--- src/rtl/fetch_unit.sv ---
// rtl/fetch_unit.sv - instruction fetch stage: PC, credit-limited memory requests, response FIFO, redirect flush
//
// Ports:
//   clk, rst                          rising-edge clock, synchronous active-high reset
//   imem_req_valid/ready/addr         word fetch request to instruction memory
//   imem_rsp_valid/data               in-order responses, never back-pressured
//   instr_valid/ready, instr, instr_pc  head of instruction buffer to decode
//   redirect, redirect_pc             one-cycle taken branch/jump with new fetch target
//   misalign_err                      (FETCH_MISALIGN_EN only) sticky misaligned-redirect flag
//
// Build option: define FETCH_MISALIGN_EN to add misalign_err and stall fetch after a
// misaligned redirect until the next aligned one. Without it, target low bits are cleared.

module fetch_unit #(
    parameter int                         ADDRESS_WIDTH = 32,
    parameter int                         DATA_WIDTH    = 32,
    parameter logic [ADDRESS_WIDTH-1:0]   RESET_PC      = '0,
    parameter int                         FIFO_DEPTH    = 2
) (
    input  logic                     clk,
    input  logic                     rst,
    output logic                     imem_req_valid,
    input  logic                     imem_req_ready,
    output logic [ADDRESS_WIDTH-1:0] imem_req_addr,
    input  logic                     imem_rsp_valid,
    input  logic [DATA_WIDTH-1:0]    imem_rsp_data,
    output logic                     instr_valid,
    input  logic                     instr_ready,
    output logic [DATA_WIDTH-1:0]    instr,
    output logic [ADDRESS_WIDTH-1:0] instr_pc,
    input  logic                     redirect,
    input  logic [ADDRESS_WIDTH-1:0] redirect_pc
`ifdef FETCH_MISALIGN_EN
    ,
    output logic                     misalign_err
`endif
);

    localparam int CW = $clog2(FIFO_DEPTH + 1);
    localparam int PW = $clog2(FIFO_DEPTH);

    localparam logic [ADDRESS_WIDTH-1:0] ALIGN_MASK = ~ADDRESS_WIDTH'(3);
    localparam logic [ADDRESS_WIDTH-1:0] WORD_STEP  = ADDRESS_WIDTH'(4);

    logic [ADDRESS_WIDTH-1:0] fetch_pc;
    logic [ADDRESS_WIDTH-1:0] rsp_pc;
    logic [CW-1:0]            inflight;
    logic [CW-1:0]            drop_cnt;
    logic [CW-1:0]            count;
    logic [PW-1:0]            wr_ptr;
    logic [PW-1:0]            rd_ptr;
    logic [DATA_WIDTH-1:0]    data_mem [FIFO_DEPTH];
    logic [ADDRESS_WIDTH-1:0] pc_mem   [FIFO_DEPTH];
    logic                     misalign_q;

    logic [CW+1:0]            credit_sum;
    logic                     req_fire;
    logic                     rsp_keep;
    logic                     rsp_drop;
    logic                     pop;
    logic [ADDRESS_WIDTH-1:0] target_pc;

    // Every outstanding request (live or doomed) and every buffered word holds one
    // slot, so the FIFO cannot overflow however responses and pops interleave.
    assign credit_sum = {2'b00, inflight} + {2'b00, drop_cnt} + {2'b00, count};

    assign imem_req_valid = !rst && !redirect && !misalign_q
                            && (credit_sum < (CW+2)'(FIFO_DEPTH));
    assign imem_req_addr  = fetch_pc;
    assign req_fire       = imem_req_valid && imem_req_ready;

    // A response in a redirect cycle belongs to the pre-redirect stream and is dropped.
    assign rsp_keep  = imem_rsp_valid && (drop_cnt == '0) && !redirect;
    assign rsp_drop  = imem_rsp_valid && (drop_cnt != '0);
    assign target_pc = redirect_pc & ALIGN_MASK;

    assign instr_valid = !rst && (count != '0);
    assign instr       = instr_valid ? data_mem[rd_ptr] : '0;
    assign instr_pc    = instr_valid ? pc_mem[rd_ptr]   : '0;
    assign pop         = instr_valid && instr_ready && !redirect;

    always_ff @(posedge clk) begin
        if (rst) begin
            fetch_pc <= RESET_PC & ALIGN_MASK;
            rsp_pc   <= RESET_PC & ALIGN_MASK;
            inflight <= '0;
            drop_cnt <= '0;
            count    <= '0;
            wr_ptr   <= '0;
            rd_ptr   <= '0;
        end else if (redirect) begin
            fetch_pc <= target_pc;
            rsp_pc   <= target_pc;
            inflight <= '0;
            // The response arriving now retires one outstanding request, live or doomed.
            drop_cnt <= drop_cnt + inflight - CW'(imem_rsp_valid);
            count    <= '0;
            wr_ptr   <= '0;
            rd_ptr   <= '0;
        end else begin
            if (req_fire) begin
                fetch_pc <= fetch_pc + WORD_STEP;
            end
            inflight <= inflight + CW'(req_fire) - CW'(rsp_keep);
            drop_cnt <= drop_cnt - CW'(rsp_drop);
            if (rsp_keep) begin
                wr_ptr <= wr_ptr + PW'(1);
                rsp_pc <= rsp_pc + WORD_STEP;
            end
            if (pop) begin
                rd_ptr <= rd_ptr + PW'(1);
            end
            count <= count + CW'(rsp_keep) - CW'(pop);
        end
    end

    // Storage is not reset; count gates visibility of stale entries.
    always_ff @(posedge clk) begin
        if (!rst && rsp_keep) begin
            data_mem[wr_ptr] <= imem_rsp_data;
            pc_mem[wr_ptr]   <= rsp_pc;
        end
    end

`ifdef FETCH_MISALIGN_EN
    always_ff @(posedge clk) begin
        if (rst) begin
            misalign_q <= 1'b0;
        end else if (redirect) begin
            misalign_q <= |redirect_pc[1:0];
        end
    end
    assign misalign_err = misalign_q;
`else
    assign misalign_q = 1'b0;
`endif

    a_no_overflow: assert property (@(posedge clk) disable iff (rst)
        !(rsp_keep && !pop && (count == CW'(FIFO_DEPTH))));

endmodule

--- config.mk ---
export PLATFORM = sky130hd
export DESIGN_NAME = fetch_unit
export DESIGN_NICKNAME = d
export VERILOG_FILES = /design/src/rtl/fetch_unit.sv
export SDC_FILE = /design/constraint.sdc
export NUM_CORES = 1
export LEC_CHECK = 0
export ABC_CLOCK_PERIOD_IN_PS = 17000
export CAP_MARGIN = 20
export CORE_MARGIN = 2
export CORE_UTILIZATION = 35
export CTS_CLUSTER_DIAMETER = 100
export DETAILED_ROUTE_END_ITERATION = 8
export GPL_TIMING_DRIVEN = 1
export PLACE_DENSITY = 0.55
export SETUP_SLACK_MARGIN = 0.3
export SLEW_MARGIN = 20
export SYNTH_ARGS = -nofsm -noshare
export SYNTH_HDL_FRONTEND = slang
export SYNTH_SLANG_ARGS = --single-unit
--- constraint.sdc ---
create_clock -name clk -period 17 [get_ports clk]
set_input_delay 1.7 -clock clk [delete_from_list [all_inputs] [get_ports clk]]
set_output_delay 1.7 -clock clk [all_outputs]
set_load 0.05 [all_outputs]
==> impl_metrics.json, run 1 <==
{
  "status": "completed",
  "site_rows": 57,
  "slew_headroom_pct": 26.66,
  "synth_cell_types": 56,
  "clkSlewWorstSetupHoldPaths_ns": 0.06,
  "ir_drop_v": 0.00005403,
  "antenna_cells": 0,
  "clock_buffers_created_by_tritoncts": 17,
  "layout_worst_path_cycle_share_pct": 35.64,
  "synthToLayoutAreaGrowth_pct": 28.95,
  "finClkSkew_ns": 0.01251,
  "finalCriticalPeriod_ns": 6.059,
  "pre_cts_slack_ns": 10.87,
  "synth_seq_area_share_pct": 59.29,
  "regArea_um2": 5109,
  "core_region_area_um2": 24250,
  "drive_gt1_share_pct": 5.733,
  "numClockSinks": 193,
  "cts.repair_timing.setup_buffer_count": 0,
  "share_of_flip_flops_with_an_asynchronous_set_or_reset_pct": 0,
  "synth_most_common_cell": "edfxtp_1",
  "grt_remaining_overflow": 0,
  "simple_gate_portion_of_the_synthesized_area_pct": 14.43,
  "layout_setup_ws_ns": 10.94,
  "maxCapViolations": 0,
  "crit_path_top_delay_cell": "clkdlybuf4s50_1",
  "worstSetupPathType": "primary input to output pin",
  "cts_resized": 0,
  "via_per_inst": 4.918,
  "track_usage_pct": 15.92,
  "worst-endpoint-required_ns": 15.30,
  "synth_top_area_share_pct": 43.25,
  "fin_tns_setup_ns": 0,
  "grt_max_degree": 64,
  "synthAdderAreaFrac_pct": 1.976,
  "postRouteWirelength_um": 20400,
  "place_hpwl_um": 13360,
  "cts-root-to-sink-buffers": 2,
  "die_area_um2": 25870,
  "multi_input_combinational_cell_area_um2": 3216,
  "portBuffers": 161,
  "gp_congestion": 0.8025,
  "die_y_um": 160.8,
  "power_leakage_nw": 3.623,
  "ys.warnings.count": 0,
  "post_synth_main_area_contributors": "edfxtp_1, dfxtp_1, mux2i_1",
  "mappedNetlistArea_um2": 8610,
  "crit_arrival_ns": 4.36,
  "critical_path_source_type": "primary input",
  "synth_seq_cells": 193,
  "antenna_left": 0,
  "drt_drc_violations_left": 0,
  "final_cell_area_um2": 11100,
  "worst_slew_pin_slew_ns": 1.100,
  "critical_path.max_stage_delay_ns": 0.74,
  "worstSkewPairLatency_ns": 0.43,
  "post_synthesis_xor_xnor_area_fraction_pct": 4.680,
  "wl_per_cell_um": 16.57,
  "antenna_violations_before_repair": 0,
  "start_util_pct": 35.51,
  "rsz0062_at_grt": "no",
  "final_util_pct": 45.78,
  "main_combinational_cell_family_by_area_after_synthesis": "simple AND/OR/NAND/NOR gates",
  "final_report_hold_violation_count": 0,
  "design.final.nets": 977,
  "final_cell_count_no_fill": 1231,
  "power_density_nw_per_um2": 94.20,
  "fillers": 2243,
  "synth_largest_area_cell": "edfxtp_1",
  "fmax_mhz": 165.0,
  "h_tree_level_count": 4,
  "synth_mux_area_share_pct": 7.455,
  "grt_pass1_vias": 5715,
  "drt_iter0_markers": 338,
  "die_width_um": 160.8,
  "most_common_flop_cell_mapped_by_yosys": "edfxtp_1",
  "design.portCount": 168,
  "fraction_of_the_mapped_netlist_area_in_compound_gates_pct": 8.429,
  "critical_path_peak_fanout": 63,
  "grt_pass1_wl_um": 32270,
  "final_max_slew_viol_count": 0,
  "syn-instance-count": 748,
  "routed-via-count": 6054,
  "synth-edff-count": 124,
  "post_dp_cell_area_um2": 10520,
  "ctsRootBufferMaster": "clkbuf_16",
  "synthesis.area_per_instance_um2": 11.51,
  "dpl.cell_count": 1199,
  "synthTopCellsByCount": "edfxtp_1, nor2_1, dfxtp_1",
  "timing.hold.worst.class": "register to register",
  "worstPathCellList": "clkdlybuf4s50_1, buf_4, o21bai_4, buf_4, nor2_1, clkdlybuf4s50_1",
  "critPathCaptureType": "output pin",
  "detailed_routing_iteration_count_for_the_pre_antenna_repair_pass": 5,
  "cts_tree": "yes",
  "final-setup-viol-count": 0,
  "hold_buffers": 0
}
[logic make-up after synthesis]
kind of cell               count (synthesis)
and+or+nand+nor                          244
DFF                                      193
AOI/OAI and AO/OA                        111
buffers and inverters                     76
muxes                                     64
xor gates and xnor gates                  46
adders and majority gates                 13
other                                      1
[final timing paths]
path	startpoint	depth (start not counted)	slack, ns	end
max	rst	6	10.94	instr_pc[18]
min	rsp_pc[31]	0	0.49	pc_mem[0][31]
max reg2reg	drop_cnt[1]	13	13.17	inflight[1]
min reg2reg	rsp_pc[31]	0	0.49	pc_mem[0][31]
[placed cells by master, fill, tap and decap left out, types with 3 or more instances in the layout]
cell type and count:
inv_6 3, edfxtp_1 124, buf_4 8, o311ai_0 5, clkbuf_16 19, and2_1 4, or3_1 4, and3_1 7
o21ai_0 15, o21a_1 4, and4_1 12, xnor2_1 32, xor2_1 14, a211oi_1 9, conb_1 4, nand4_1 22
clkinv_2 3, mux2i_1 63, a31oi_1 6, inv_1 30, o211ai_1 4, nor2_1 89, o31a_1 6, ha_1 12
a21oi_1 34, dfxtp_1 68, nor4_1 16, a21boi_0 13, clkdlybuf4s50_1 161, o21bai_1 4, nand2_1 41, nand3_1 20
nor3_1 14
[layer usage]
layer	vias to the layer above	GRT usage [%]	share of wire, %
met4	0	4.383	1.2
met2	198	23.39	43
li1	3021	-	-
met1	2818	23.40	49
met5	-	0	0
met3	17	3.900	5.9
[critical path: cells and delay by family]
family / cells / cell delay [ns]
compound gates: 1 / 0.22
buf+inv: 4 / 2.17
simple gates: 1 / 0.18
[stage by stage]
step	power (mW)	hold slack (ns)
after floorplan	0.6157	0.4465
after global placement	0.6634	0.4583
after detailed placement	0.6642	0.4697
after CTS	1.058	0.4908
after global routing	1.090	0.5131
final	1.046	0.4879
[layout make-up]
type	count	share of cell area, %
multi-input cells	482	28.96
inverters	31	1.048
clock inverters	12	0.9467
flip-flops and latches	193	46.02
repair buffers	169	15.06
clock buffers	20	4.316
well taps	324	3.652
[sequential cells by signal, summed over array words and instances, names as in the netlist, named ones only]
name           flops
inflight           2
rd_ptr             1
pc_mem            60
rsp_pc            30
count              2
data_mem          64
wr_ptr             1
drop_cnt           2
imem_req_addr     30
[where the power goes]
| group | switching, mW | leakage (nW) | internal [mW] |
|---|---|---|---|
| clock network | 0.172 | 0.299 | 0.220 |
| logic | 0.0703 | 1.62 | 0.0476 |
| registers | 0.0182 | 1.70 | 0.517 |
Power figures use the tool's default switching activity.
==> run 2: changes to the inputs <==
Settings changed: ABC_CLOCK_PERIOD_IN_PS 17000 to 5520, PLACE_DENSITY 0.55 to 0.57.
Clock period 17 ns to 5.52 ns, I/O delays scaled along.
==> run 2 against run 1 <==
Against the previous run: utilization increased by 0.17 points; total power increased to 3.1 times the previous value; final cell count increased by 0.16%; combinational power increased to 3.1 times the previous value; critical path depth decreased by 1; clock skew decreased by 0.00079 ns; worst setup slack got worse by 9.3 ns.
==> impl_metrics.json, run 2 (same netlist as run 1, synthesis figures left out) <==
{
  "p_switching_mw": 0.7997,
  "final_max_slew_viol_count": 0,
  "maxCapViolations": 0,
  "ir_drop_v": 0.0001790,
  "finClkSkew_ns": 0.01172,
  "combPwrFrac_pct": 11.2,
  "critical_path_peak_fanout": 15,
  "die_y_um": 160.8,
  "cts-root-to-sink-buffers": 2,
  "layout_setup_ws_ns": 1.659,
  "hold_buffers": 0,
  "via_per_inst": 4.946,
  "cts.repair_timing.setup_buffer_count": 0,
  "power_density_nw_per_um2": 291.8,
  "synthToLayoutAreaGrowth_pct": 29.43,
  "layout_worst_path_cycle_share_pct": 69.95,
  "routed-via-count": 6099,
  "internal-power_mw": 2.452,
  "drt_iter0_markers": 270,
  "fin_tns_setup_ns": 0,
  "clock_power_share_pct": 38.0,
  "portBuffers": 161,
  "cts_tree": "yes",
  "post_dp_cell_area_um2": 10530,
  "die_width_um": 160.8,
  "gp_congestion": 0.8032,
  "antenna_cells": 0,
  "h_tree_level_count": 4,
  "worst_slew_pin_slew_ns": 0.9923,
  "p_sw_share_pct": 24.60,
  "power_leakage_nw": 3.619,
  "drive_gt1_share_pct": 5.721,
  "fmax_mhz": 259.0,
  "antenna_violations_before_repair": 0,
  "drt_drc_violations_left": 0,
  "worstSkewPairLatency_ns": 0.43,
  "worstReg2RegStart": "drop_cnt[1]",
  "final-setup-viol-count": 0,
  "detailed_routing_iteration_count_for_the_pre_antenna_repair_pass": 4,
  "timing.hold.worst.class": "register to register",
  "place_hpwl_um": 14030,
  "reg2regPathDepth": 13,
  "wl_per_cell_um": 16.54,
  "pre_cts_slack_ns": 1.541,
  "critPathLaunch": "rst",
  "grt_max_degree": 63,
  "grt_remaining_overflow": 0,
  "track_usage_pct": 15.96,
  "worst-r2r-setup-slack_ns": 1.71,
  "power.sequential.fraction_pct": 50.8,
  "numClockSinks": 193,
  "commonest_non_fill_non_tap_cell_in_the_layout": "clkdlybuf4s50_1",
  "final_cell_mix": "clkdlybuf4s50_1, edfxtp_1, nor2_1, dfxtp_1, mux2i_1",
  "final_report_hold_violation_count": 0,
  "final_cell_area_um2": 11140,
  "core_region_area_um2": 24250,
  "finalCriticalPeriod_ns": 3.861,
  "largest_register_ff_count": 64,
  "slew_headroom_pct": 33.67,
  "site_rows": 57,
  "design.final.nets": 979,
  "rsz0062_at_grt": "no",
  "largest_registers": "data_mem x64, pc_mem x60",
  "holdWs_ns": 0.5049,
  "worstSetupEndpoint": "imem_req_valid",
  "crit_arrival_ns": 3.31,
  "worst-endpoint-required_ns": 4.97,
  "cts_resized": 0,
  "worstSetupPathType": "primary input to output pin",
  "antenna_left": 0,
  "start_util_pct": 35.51,
  "critPathCaptureType": "output pin",
  "largest-register": "data_mem",
  "ctsRootBufferMaster": "clkbuf_16",
  "postRouteWirelength_um": 20400,
  "clkSlewWorstSetupHoldPaths_ns": 0.06,
  "die_area_um2": 25870,
  "dpl.cell_count": 1200,
  "status": "completed",
  "clock_buffers_created_by_tritoncts": 17,
  "r2r-end": "inflight[1]",
  "grt_pass1_vias": 5821,
  "critical_path_source_type": "primary input",
  "grt_pass1_wl_um": 32150,
  "final_cell_count_no_fill": 1233,
  "design.portCount": 168
}
## run 2: critical path, cell delays in order
cell and delay [ns]:
clkdlybuf4s50_1 0.72, or2_1 0.55, buf_4 0.26, nor4b_1 0.33, clkdlybuf4s50_1 0.88
## run 2: how the worst min path moves through the flow
stage / from / to / cells past startpoint
floorplan: rsp_pc[31] / pc_mem[0][31] / 0
global placement: rd_ptr / rd_ptr / 2
detailed placement: rsp_pc[24] / pc_mem[0][24] / 0
CTS: rsp_pc[24] / pc_mem[1][24] / 0
global route: rsp_pc[24] / pc_mem[1][24] / 0
finish: rsp_pc[24] / pc_mem[1][24] / 0
## run 2: metrics by stage
step	utilization, %	power, mW
floorplan	-	1.895
global placement	43.43	2.044
detailed placement	43.43	2.048
CTS	45.87	3.288
global route	45.95	3.390
finish	45.95	3.251
## run 2: power by group through the flow
stage / Sequential (mW) / Combinational (mW) / Clock (mW)
2_1_floorplan: 1.71 / 0.182 / 0
3_3_place_gp: 1.68 / 0.361 / 0
3_5_place_dp: 1.68 / 0.364 / 0
4_1_cts: 1.65 / 0.366 / 1.27
5_1_grt: 1.66 / 0.395 / 1.34
6_report: 1.65 / 0.364 / 1.24
## run 2: cell type report
cell class                 count  area [um^2]
fill                        2251        13110
timing repair buffer         171         1699
multi-input combinational    482         3222
sequential                   193         5109
clock inverter                14        162.7
tap                          324        405.4
clock buffer                  18        429.2
inverter                      31        116.4
## run 2: layer usage
layer	up-vias	share of wire (%)	global-route usage (%)
met5	-	0	0
met4	0	1.0	4.464
met3	17	5.9	3.642
met2	200	44	23.86
met1	2867	49	23.25
li1	3015	-	-
==> run 3: changes to the inputs <==
Settings changed: ABC_CLOCK_PERIOD_IN_PS 5520 to 3800, PLACE_DENSITY 0.57 to 0.55.
Clock period 5.52 ns to 3.8 ns, I/O delays scaled along.
==> run 3 against run 2 <==
Against the previous run: worst setup slack got worse by 0.89 ns; largest cell class unchanged; routed wire length rose by 2.7%; flip-flop and latch count did not move; sequential share of layout area fell by 1.5 points; combinational power rose by 53%; via count rose by 1.4%; final cell count rose by 0.57%; clock power rose by 38%.
==> impl_metrics.json, run 3 (same netlist as run 1, synthesis figures left out) <==
{
  "finClkSkew_ns": 0.01136,
  "postRouteWirelength_um": 20940,
  "die_width_um": 160.8,
  "final_max_slew_viol_count": 0,
  "slew_headroom_pct": 49.00,
  "gp_congestion": 0.8387,
  "cts_resized": 0,
  "via_per_inst": 4.989,
  "internal-power_mw": 3.485,
  "cts-root-to-sink-buffers": 2,
  "antenna_cells": 0,
  "drt_drc_violations_left": 0,
  "cts_tree": "yes",
  "clock_power_share_pct": 36.7,
  "grt_remaining_overflow": 0,
  "route.met3.wl_um": 1119,
  "site_rows": 57,
  "wl_per_cell_um": 16.89,
  "critical_path.max_stage_delay_ns": 0.52,
  "worstSkewPairLatency_ns": 0.43,
  "design.portCount": 168,
  "critical_path_peak_fanout": 7,
  "routed-via-count": 6186,
  "drt_iter0_markers": 290,
  "ctsRootBufferMaster": "clkbuf_16",
  "critical_path.most_common_cell": "inv_1",
  "numClockSinks": 193,
  "fmax_mhz": 330.3,
  "ir_drop_v": 0.0002475,
  "die_y_um": 160.8,
  "grt_pass1_wl_um": 32760,
  "combPwrFrac_pct": 12.0,
  "finalCriticalPeriod_ns": 3.028,
  "start_util_pct": 35.51,
  "antenna_left": 0,
  "rsz0062_at_grt": "no",
  "m1WireLength_um": 10460,
  "hold_buffers": 0,
  "worstPathCellList": "inv_1, fa_1, inv_1, ha_1, nor4b_1, buf_4, buf_12",
  "design.final.nets": 986,
  "met2WireLength_um": 9068,
  "critical_path_source_type": "register",
  "h_tree_level_count": 4,
  "worstSetupPathType": "register to output pin",
  "grt_pass1_vias": 5896,
  "final_report_hold_violation_count": 0,
  "timing.hold.worst.class": "register to register",
  "highest_layer": "met4",
  "grt_max_degree": 63,
  "commonest_non_fill_non_tap_cell_in_the_layout": "edfxtp_1",
  "p_sw_share_pct": 25.38,
  "synthToLayoutAreaGrowth_pct": 33.86,
  "cts.repair_timing.setup_buffer_count": 0,
  "core_region_area_um2": 24250,
  "worst-endpoint-required_ns": 3.42,
  "final_cell_mix": "edfxtp_1, clkdlybuf4s50_1, nor2_1, dfxtp_1, mux2i_1",
  "place_hpwl_um": 14410,
  "fin_tns_setup_ns": 0,
  "track_usage_pct": 16.31,
  "maxCapViolations": 0,
  "clock_buffers_created_by_tritoncts": 17,
  "portBuffers": 161,
  "holdWs_ns": 0.4959,
  "layout_worst_path_cycle_share_pct": 79.68,
  "worst_slew_pin_slew_ns": 0.7548,
  "largest_register_ff_count": 64,
  "largest-register": "data_mem",
  "status": "completed",
  "largest_registers": "data_mem x64, pc_mem x60",
  "power.sequential.fraction_pct": 51.4,
  "crit_path_top_delay_cell": "fa_1",
  "drive_gt1_share_pct": 13.43,
  "power_leakage_nw": 3.893,
  "detailed_routing_iteration_count_for_the_pre_antenna_repair_pass": 4,
  "antenna_violations_before_repair": 0,
  "p_switching_mw": 1.185,
  "power_density_nw_per_um2": 405.2,
  "critPathCaptureType": "output pin",
  "crit_arrival_ns": 2.65,
  "clkSlewWorstSetupHoldPaths_ns": 0.07,
  "final-setup-viol-count": 0,
  "die_area_um2": 25870
}
[run 3: path summary, 6_finish.rpt]
path	depth (start not counted)	slack [ns]	end	startpoint
setup / recovery	7	0.77	imem_req_valid	drop_cnt[1]
hold / removal	2	0.50	register	rd_ptr
setup reg to reg	12	0.87	imem_req_addr[21]	drop_cnt[1]
hold reg to reg	2	0.50	register	rd_ptr
[run 3: cell type report]
cell class	count	area, um^2
flip-flops and latches	193	5109
inverters	31	116.4
multi-input cells	482	3222
clock buffers	21	471.7
fillers	2207	12720
clock inverters	11	93.84
repair buffers	178	2107
well taps	324	405.4
[run 3: routing by layer]
metal / global-route usage [%] / vias to the layer above
li1: - / 3036
met1: 24.10 / 2922
met2: 23.90 / 209
met3: 3.512 / 19
met4: 5.032 / 0
met5: 0 / -
[run 3: power by group through the flow]
stage / registers (mW) / clock network, mW / logic [mW]
3_3_place_gp: 2.44 / 0 / 0.555
6_report: 2.40 / 1.71 / 0.558
2_1_floorplan: 2.49 / 0 / 0.265
3_5_place_dp: 2.45 / 0 / 0.559
4_1_cts: 2.40 / 1.76 / 0.561
5_1_grt: 2.41 / 1.85 / 0.605
[run 3: worst max-delay path, delay by kind of cell (launching register included)]
family,cells,cell delay (ns)
fa+ha+maj,2,0.83
buf+inv,4,0.47
flops,1,0.50
simple gates,1,0.43
[run 3: metrics by stage]
step / setup WS (ns) / cell area (um^2) / instances / total power [mW] / util [%]
after detailed placement: 0.8106 / 10940 / 1207 / 3.004 / 45.11
final: 0.7721 / 11520 / 1240 / 4.670 / 47.53
after CTS: 0.6549 / 11500 / 1239 / 4.719 / 47.45
after global routing: 0.5428 / 11520 / 1240 / 4.863 / 47.53
after floorplan: 0.3986 / 8632 / 751 / 2.753 / -
after global placement: 0.8402 / 10940 / 1207 / 2.999 / 45.11
==> RTL edit 1: new RTL, settings of run 2 <==
`ADDRESS_WIDTH`: 32 -> 64.
--- a/src/rtl/fetch_unit.sv
+++ b/src/rtl/fetch_unit.sv
@@ -14,3 +14,3 @@
 module fetch_unit #(
-    parameter int                         ADDRESS_WIDTH = 32,
+    parameter int                         ADDRESS_WIDTH = 64,
     parameter int                         DATA_WIDTH    = 32,
Interface: changed (resized imem_req_addr, instr_pc and redirect_pc); port bits go from 168 to 264. The function was not compared with the original's and may differ.
==> RTL edit 1 against run 2 <==
  * Area after synthesis up 78%
  * Sequential cell count up 128
  * Setup slack worse by 0.14 ns
  * Wire length up 130%
  * Power up 81%
  * Global-route usage up 4.6 points
  * Utilization down 0.37 points
  * Final area up 77%
  * Largest power group unchanged
==> RTL edit 1: results (changes against run 2) <==
[setup_path]
cell_depth_of_the_worst_flop_to_flop_path=11  ; was 13
critical_path_peak_fanout=6  ; was 15
worst-r2r-setup-slack_ns=1.63  ; was 1.71 ns
timing.critical_path.slowest_cell_delay_ns=0.91  ; was 0.88 ns

[cts]
worst_skew_pair.late_latency_ns=0.54  ; was 0.43 ns
numCtsBuffers=37  ; was 17

[grt]
met3_usage=0.0406  ; was 0.0364
number_of_global_route_vias_before_repair=11904  ; was 5821
pin_count_of_the_biggest_net_entering_global_routing=80  ; was 63
grtUsageTotal=0.206  ; was 0.160
grt_first_pass_wirelength_um=71600  ; was 32200 µm

[run_status]
status=finished, final reports clean  ; unchanged

[pwr]
share_comb_of_total_power=0.114  ; was 0.112
cellLeakagePower_nw=6.39  ; was 3.62 nW
power.net_switching_w=0.00154  ; was 0.000800 W
ir_drop_uv=186  ; was 179 µV
p_seq_w=0.00278  ; was 0.00165 W

[placement]
detailedPlace.worstSlack_ns=1.68  ; was 1.54 ns
gp_congestion=0.900  ; was 0.803
placed_cell_area_um2=18500  ; was 10500 µm²

[cells_and_area]
nNetsFinal=1792  ; was 979
post_route_cells_drive_above_1_share=0.0598  ; was 0.0572
design.seq.count=321  ; was 193
layout_top_registers=pc_mem (124), data_mem (64)  ; was data_mem (64), pc_mem (60)
nMultiInputCombCells=992  ; was 482

[synth]
unique_masters_post_synth=70  ; was 56
yosys-top-cells-count=188 x sky130_fd_sc_hd__edfxtp_1, 162 x sky130_fd_sc_hd__nor2_1, 133 x sky130_fd_sc_hd__dfxtp_1, 98 x sky130_fd_sc_hd__mux2i_1, 78 x sky130_fd_sc_hd__nand2_1  ; was 124 x sky130_fd_sc_hd__edfxtp_1, 89 x sky130_fd_sc_hd__nor2_1, 69 x sky130_fd_sc_hd__dfxtp_1, 63 x sky130_fd_sc_hd__mux2i_1, 41 x sky130_fd_sc_hd__nand2_1
syn_avg_cell_area_um2=10.5  ; was 11.5 µm²
ys_seq_area_frac=0.541  ; was 0.593

[route]
wl_met2_um=20300  ; was 8900 µm
routedLengthMet1_um=22000  ; was 10100 µm
number_of_detailed_routing_iterations_run_before_antenna_repair=5  ; was 4

[sta]
worst-slew-pin-transition_ns=1.03  ; was 0.992 ns
fin_worst_skew_ns=0.0200  ; was 0.0117 ns

[min_path]
worstHoldPathType=primary input to flop  ; was flop to flop

-- RTL edit 1: cell count changes after synthesis, moves of 18 or more --
| cell | change |
|---|---|
| sky130_fd_sc_hd__nor2_1 | +73 |
| sky130_fd_sc_hd__dfxtp_1 | +64 |
| sky130_fd_sc_hd__edfxtp_1 | +64 |
| sky130_fd_sc_hd__nand4_1 | +48 |
| sky130_fd_sc_hd__clkbuf_1 | +41 |
| sky130_fd_sc_hd__nand3_1 | +39 |
| sky130_fd_sc_hd__and3_1 | +37 |
| sky130_fd_sc_hd__nand2_1 | +37 |
| sky130_fd_sc_hd__mux2i_1 | +35 |
| sky130_fd_sc_hd__a21oi_1 | +20 |
| sky130_fd_sc_hd__inv_1 | +20 |
| sky130_fd_sc_hd__nor4_1 | +18 |
-- RTL edit 1: how the worst max path moves through the flow --
| stage | from | endpoint | slack, ns |
|---|---|---|---|
| 2_1_floorplan | redirect | data_mem[0][0] | 1.47 |
| 3_3_place_gp | drop_cnt[1] | imem_req_addr[27] | 1.74 |
| 3_5_place_dp | drop_cnt[1] | imem_req_addr[27] | 1.68 |
| 4_1_cts | drop_cnt[1] | imem_req_valid | 1.38 |
| 5_1_grt | drop_cnt[1] | imem_req_addr[27] | 1.34 |
| 6_report | drop_cnt[1] | imem_req_valid | 1.52 |
-- RTL edit 1: cells by family after synthesis --
kind of cell             Yosys count  synth area share
buffers and inverters            147            0.0382
flip-flops                       321             0.541
XOR/XNOR                          61            0.0348
multiplexers                     101            0.0661
AND/OR/NAND/NOR                  582             0.203
adder cells (fa/ha/maj)           13            0.0111
other                              1          0.000244
AO/OA/AOI/OAI                    231             0.106
==> RTL edit 2: new RTL, settings of run 2 <==
Made on the original files. Build with the macro `FETCH_MISALIGN_EN` defined.
--- a/src/rtl/fetch_unit.sv
+++ b/src/rtl/fetch_unit.sv
@@ -12,2 +12,4 @@
 // misaligned redirect until the next aligned one. Without it, target low bits are cleared.
+
+`define FETCH_MISALIGN_EN
 
Formal check against the unedited RTL (old outputs only; new: misalign_err): not equivalent (a bounded check fails within 4 cycles, from zero or initial values and one cycle with rst high).
==> RTL edit 2 against run 2 <==
  * Sequential cell count rose by 1
  * Area after synthesis rose by 4.6%
  * Clock skew rose by 0.00057 ns
  * Via count rose by 13%
  * Worst hold slack got worse by 0.0021 ns
  * Power rose by 0.88%
  * Final area rose by 3.5%
  * Sequential share of layout area fell by 1.4 points
  * Setup slack got worse by 0.33 ns
  * Global-route usage rose by 1.4 points
  * Wire length rose by 14%
==> RTL edit 2: results (changes against run 2) <==
[placement]
gp_congestion=0.805  ; was 0.803
detailed_place_hpwl_um=16000  ; was 14000 µm
placed_cell_area_um2=10900  ; was 10500 µm²
port_buffers=164  ; was 161

[setup_path]
critical_path_peak_fanout=63  ; was 15
crit_end=instr_pc[21]  ; was imem_req_valid
worst_ep_arrival_time_ns=3.64  ; was 3.31 ns
timing.critical_path.slowest_cell_delay_ns=0.90  ; was 0.88 ns
worst-r2r-setup-slack_ns=1.74  ; was 1.71 ns

[synth]
ys_seq_area_frac=0.569  ; was 0.593
synth-adder-area-share=0.0189  ; was 0.0198
synth.area.top_cells=sky130_fd_sc_hd__edfxtp_1 41%, sky130_fd_sc_hd__dfxtp_1 16%, sky130_fd_sc_hd__mux2i_1 7.0%  ; was sky130_fd_sc_hd__edfxtp_1 43%, sky130_fd_sc_hd__dfxtp_1 16%, sky130_fd_sc_hd__mux2i_1 7.3%
syn_avg_cell_area_um2=11.2  ; was 11.5 µm²
synth-xor-area-share=0.0185  ; was 0.0468
multiplexer_share_of_the_synthesized_area=0.0725  ; was 0.0746
yosys-top-cells-count=124 x sky130_fd_sc_hd__edfxtp_1, 95 x sky130_fd_sc_hd__nor2_1, 70 x sky130_fd_sc_hd__dfxtp_1, 63 x sky130_fd_sc_hd__mux2i_1, 46 x sky130_fd_sc_hd__nand2_1  ; was 124 x sky130_fd_sc_hd__edfxtp_1, 89 x sky130_fd_sc_hd__nor2_1, 69 x sky130_fd_sc_hd__dfxtp_1, 63 x sky130_fd_sc_hd__mux2i_1, 41 x sky130_fd_sc_hd__nand2_1

[route]
routed_wirelength_um=23300  ; was 20400 µm
number_of_detailed_routing_iterations_run_before_antenna_repair=5  ; was 4
first_iteration_detailed_routing_drc_count=542  ; was 270

[cells_and_area]
flow.area_growth_from_synthesis_pct=28.0  ; was 29.4%
final-clk-cell-share=0.0514  ; was 0.0531
sequential_cell_area_um2=5130  ; was 5110 µm²
inv_count=20  ; was 31
n_all_buffers=172  ; was 171

[sta]
whs_ns=0.503  ; was 0.505 ns

[grt]
grt_first_pass_wirelength_um=36200  ; was 32200 µm
global_route_met2_utilization=0.256  ; was 0.239
grt_util_met1=0.262  ; was 0.233
pin_count_of_the_biggest_net_entering_global_routing=64  ; was 63

[pwr]
power.internal_w=0.00240  ; was 0.00245 W
ir_drop_uv=154  ; was 179 µV
pg_comb_w=0.000387  ; was 0.000364 W

[run_status]
status=finished, final reports clean  ; unchanged

## RTL edit 2: changes by cell type in the layout (fill, tap and decap cells not counted), moves of 9 or more
| cell | run 2 | this run |
|---|---|---|
| sky130_fd_sc_hd__o211ai_1 | 4 | 19 |
| sky130_fd_sc_hd__or4_1 | 2 | 20 |
| sky130_fd_sc_hd__a21oi_1 | 34 | 11 |
| sky130_fd_sc_hd__nor4_1 | 16 | 3 |
| sky130_fd_sc_hd__a31oi_1 | 6 | 23 |
| sky130_fd_sc_hd__inv_1 | 30 | 19 |
| sky130_fd_sc_hd__xnor2_1 | 32 | 9 |
| sky130_fd_sc_hd__and2_1 | 4 | 13 |
## RTL edit 2: critical path, delay by kind of cell
family | cells | cell delay [ns]
simple gates | 1 | 0.16
compound gates | 1 | 0.15
buf+inv | 4 | 2.71
## RTL edit 2: layer usage
metal,part of all wire,wire [µm]
met1,0.50,11600
met5,0,0
met3,0.065,1520
met4,0.0093,216
met2,0.43,9900
